<file path="src/rtl/fetch_stage.sv">
// fetch_stage: instruction-fetch stage in front of a combinational instruction ROM.
// Owns the PC, drives the ROM chip enable/address, and holds the fetched word in an
// IF/ID register that decode drains with a valid/ready handshake. Jumps redirect the
// PC and flush IF/ID; running off the end of the ROM parks the stage in a fault state
// until the next jump or reset.
module fetch_stage #(
    parameter int              XLEN     = 32,
    parameter int              MEM_SIZE = 32,
    parameter logic [XLEN-1:0] RESET_PC = '0
) (
    input  logic            clk_i,
    input  logic            rst_n_i,
    output logic            rom_ce_o,
    output logic [XLEN-1:0] rom_addr_o,
    input  logic [XLEN-1:0] rom_inst_i,
    input  logic            jump_i,
    input  logic [XLEN-1:0] jump_addr_i,
    input  logic            id_ready_i,
    output logic            id_valid_o,
    output logic [XLEN-1:0] id_pc_o,
    output logic [XLEN-1:0] id_inst_o,
    output logic            fault_o
);

    typedef enum logic [1:0] {
        S_BOOT  = 2'd0,
        S_RUN   = 2'd1,
        S_FAULT = 2'd2
    } state_t;

    // Highest PC that still addresses a full word inside the ROM.
    localparam logic [XLEN-1:0] LAST_PC = XLEN'(MEM_SIZE - 4);

    state_t          state_q;
    logic [XLEN-1:0] pc_q;
    logic            oob;
    logic            room;
    logic            fire;
    logic [XLEN-1:0] jump_target;
    logic            jump_addr_unused;

    // Targets are forced to word alignment; the dropped low bits are intentionally unused.
    assign jump_target      = {jump_addr_i[XLEN-1:2], 2'b00};
    assign jump_addr_unused = ^jump_addr_i[1:0];

    // The IF/ID slot can take a new word if it is empty or being consumed this cycle.
    assign oob        = (pc_q > LAST_PC);
    assign room       = !id_valid_o || id_ready_i;
    assign fire       = (state_q == S_RUN) && !oob && !jump_i && room;
    assign rom_ce_o   = fire;
    assign rom_addr_o = pc_q;

    // PC, fetch FSM and IF/ID register; a jump overrides stall, fetch and fault.
    always_ff @(posedge clk_i or negedge rst_n_i) begin
        if (!rst_n_i) begin
            state_q    <= S_BOOT;
            pc_q       <= RESET_PC;
            id_valid_o <= 1'b0;
            id_pc_o    <= '0;
            id_inst_o  <= '0;
            fault_o    <= 1'b0;
        end else if (jump_i) begin
            pc_q       <= jump_target;
            id_valid_o <= 1'b0;
            state_q    <= S_RUN;
            fault_o    <= 1'b0;
        end else begin
            if (fire) begin
                id_valid_o <= 1'b1;
                id_pc_o    <= pc_q;
                id_inst_o  <= rom_inst_i;
                pc_q       <= pc_q + XLEN'(4);
            end else if (id_ready_i) begin
                id_valid_o <= 1'b0;
            end

            case (state_q)
                S_BOOT: begin
                    state_q <= S_RUN;
                end
                S_RUN: begin
                    if (oob) begin
                        state_q <= S_FAULT;
                        fault_o <= 1'b1;
                    end
                end
                S_FAULT: begin
                    state_q <= S_FAULT;
                end
                default: begin
                    state_q <= S_BOOT;
                end
            endcase
        end
    end

endmodule
</file>
<file path="config.mk">
export PLATFORM = sky130hd
export DESIGN_NAME = fetch_stage
export DESIGN_NICKNAME = d
export VERILOG_FILES = /design/src/rtl/fetch_stage.sv
export SDC_FILE = /design/constraint.sdc
export NUM_CORES = 1
export LEC_CHECK = 0
export ABC_AREA = 1
export CAP_MARGIN = 20
export CORE_ASPECT_RATIO = 0.75
export CORE_MARGIN = 4
export CORE_UTILIZATION = 45
export CTS_BUF_LIST = sky130_fd_sc_hd__clkbuf_16
export CTS_CLUSTER_DIAMETER = 80
export DETAILED_ROUTE_END_ITERATION = 8
export PLACE_DENSITY_LB_ADDON = 0.1
export SETUP_SLACK_MARGIN = 0.02
export SYNTH_ARGS = -nofsm -noshare
export SYNTH_HDL_FRONTEND = slang
export SYNTH_SLANG_ARGS = --single-unit
</file>
<file path="constraint.sdc">
create_clock -name clk_i -period 3.45 [get_ports clk_i]
set_input_delay 0.69 -clock clk_i [delete_from_list [all_inputs] [get_ports clk_i]]
set_output_delay 0.69 -clock clk_i [all_outputs]
set_load 0.01 [all_outputs]
</file>
==> results <==
[registers in the layout, summed over array words and instances, names as in the netlist]
name	cells
id_pc_o	30
fault_o	1
state_q	2
id_valid_o	1
id_inst_o	32
rom_addr_o	30
[synth_stat cells]
cell        n
conb_1      1
buf_1       4
inv_1      33
dfrtp_1    96
inv_6       1
nand2_1   217
ha_1        4
a21oi_1     4
clkbuf_1    3
nand3_1    30
o21ai_0     4
nor2_1     20
buf_4       6
nand2_2     1
xor2_1      1
xnor2_1     1
buf_6       5
buf_2       6
[cell usage in the layout (no fill, tap or decap)]
| master | n |
|---|---|
| clkbuf_16 | 9 |
| nand2_2 | 1 |
| inv_6 | 1 |
| xnor2_1 | 1 |
| nand3_4 | 1 |
| nand2_1 | 217 |
| clkinv_2 | 2 |
| ha_1 | 4 |
| clkdlybuf4s50_1 | 159 |
| nand3_1 | 29 |
| nor2_1 | 20 |
| bufinv_16 | 2 |
| buf_4 | 7 |
| clkinv_4 | 1 |
| o21ai_0 | 4 |
| inv_1 | 33 |
| a21oi_1 | 4 |
| dfrtp_1 | 96 |
| xor2_1 | 1 |
| conb_1 | 4 |
| clkinv_1 | 2 |
[through the flow]
stage / area [um2] / power (mW) / util (%)
2_1_floorplan: 3860 / 1.31 / -
3_3_place_gp: 5490 / 1.50 / 67.9
3_5_place_dp: 5490 / 1.51 / 67.9
4_1_cts: 5800 / 2.55 / 71.7
5_1_grt: 5800 / 2.63 / 71.7
6_report: 5800 / 2.52 / 71.7
[layer usage]
layer  vias to the layer above  GRT usage (%)  share of wire [%]
met3                        19           8.43                9.1
met4                         0           7.57                2.1
li1                       1617              -                  -
met5                         -              0                  0
met2                       122           33.6                 48
met1                      1569           27.2                 41
[path summary, 6_finish.rpt]
check | slack [ns] | end | start | depth (start not counted)
max reg2reg | 1.10 | rom_addr_o[4]$_DFFE_PN0P_ | rom_addr_o[2]$_DFFE_PN0P_ | 11
min in group clk_i | 0.46 | id_pc_o[16]$_DFFE_PN0P_ | id_pc_o[16]$_DFFE_PN0P_ | 2
min reg2reg | 0.46 | id_pc_o[16]$_DFFE_PN0P_ | id_pc_o[16]$_DFFE_PN0P_ | 2
max in group asynchronous | 2.26 | id_pc_o[5]$_DFFE_PN0P_ | rst_n_i | 2
max | 0.46 | rom_ce_o | rom_addr_o[2]$_DFFE_PN0P_ | 9
min | 0.45 | id_pc_o[17]$_DFFE_PN0P_ | rst_n_i | 1
[power by group]
part           switching, mW  internal [mW]
Sequential            0.0368           1.16
Clock                  0.408          0.628
Combinational          0.124          0.160
Total                  0.569           1.95
[worst max-delay path, delay by kind of cell (launching register included)]
kind / cells / cell delay (ns)
and+or+nand+nor: 6 / 0.64
buffers and inverters: 2 / 0.61
DFF: 1 / 0.46
adders and majority gates: 1 / 0.25
[kinds of logic after synthesis]
| logic type | synth area share, % |
|---|---|
| AO/OA/AOI/OAI | 1.04 |
| XOR/XNOR | 0.455 |
| adder cells (fa/ha/maj) | 1.30 |
| buffers and inverters | 7.54 |
| flip-flops | 62.4 |
| other | 0.0974 |
| AND/OR/NAND/NOR | 27.2 |
[final cells by class]
class / instances / area [um2] / area share (%)
clock buffer: 9 / 225 / 3.88
clock inverter: 7 / 86.3 / 1.49
inverter: 34 / 133 / 2.29
multi-input combinational: 286 / 1180 / 20.4
sequential: 96 / 2400 / 41.4
tap: 105 / 131 / 2.26
timing repair buffer: 166 / 1640 / 28.3
==> reports/metrics.cfg <==
[outcome]
status = finished, final reports clean

[sta]
post-route-period-util_pct = 86.5
rsz0062_at_grt = no
setup_tns_ns = 0
max_freq_mhz = 335
worst_pin_slew_ns = 0.910
whs_ns = 0.447
setup_viol = 0
worst_slack_ns = 0.465
min_period_ns = 2.99
hold_violations = 0
relSlewSlack_pct = 39.3
skew_ns = 0.00479
finalMaxSlewViolations = 0

[route]
firstDrtPassIters = 4
ant_nets = 0
vias_per_cell = 4.73
drtIter0Drc = 166
wire_per_inst_um = 14.6
wirelength_um = 10300
vias = 3327
drc_errors = 0

[die]
core_region_area_um2 = 8090
die_w_um = 115
io_pins = 167
dieArea_um2 = 10100
start_util_pct = 47.6
die_h_um = 88.1
rows = 28

[worst_hold_path]
hold_path.class = input pin to asynchronous set/reset pin

[flow_run]
max-cap-violations = 0

[clock_network]
cts_buffers = 9
cts_hold_buf = 0
post_cts_buffers = 0
clk_latency_ns = 0.34
cts_tree = done
htree_levels = 3
ctsResizeCount = 0
clk_path_buf_depth = 2
path_clk_slew_ns = 0.06
cts.sinks = 96
cts_root_buf = clkbuf_16

[pwr]
p_leak_nw = 3.07
power_density_nw_per_um2 = 435
peakVddDrop_v = 0.000314

[global_routing]
grt_max_degree = 91
first_global_vias = 3386
grt_pass1_wl_um = 16800
overflow = 0
grt_usage_pct = 21.4
antenna_found_initial = 0

[setup_path]
arrival_ns = 2.30
worst_path_most_repeated_cell = nor2_1
cp_max_fo = 7
criticalPathCategory = flip-flop to primary output
critPathMaxStageDelay_ns = 0.53
cp.required_ns = 2.76
end_kind = primary output
cpMaxStageDelayCell = clkdlybuf4s50_1
startpoint_type = flip-flop
path_cells = ha_1 -> nand2_1 -> nor2_1 -> nor2_1 -> nand2_1 -> nor2_1 -> nand3_4 -> inv_6 -> clkdlybuf4s50_1

[synth]
synth_top_area_share_pct = 62.4
ys_ff_latch = 96
seq_area_frac_synth_pct = 62.4
synth_cell_types = 18
syn_area_per_cell_um2 = 8.81
ys_warn_count = 0
synthCells = 437
syn_area_um2 = 3850
synth_area_leaders = dfrtp_1, nand2_1, nand3_1
synth_area_leader_cell = dfrtp_1

[final_layout]
syn2layout_area_growth_pct = 50.7
stdcell_count = 703
nets = 665
layout-drive-gt1-share_pct = 4.01
num-fill-cells = 623
antennaDiodeCount = 0

[place]
dp.cells = 687
io_buffers = 160
gp_congestion = 0.776
place_ws_ns = 0.605
post-dp-hpwl_um = 7190

No activity file was read; power rests on OpenSTA's default activity.
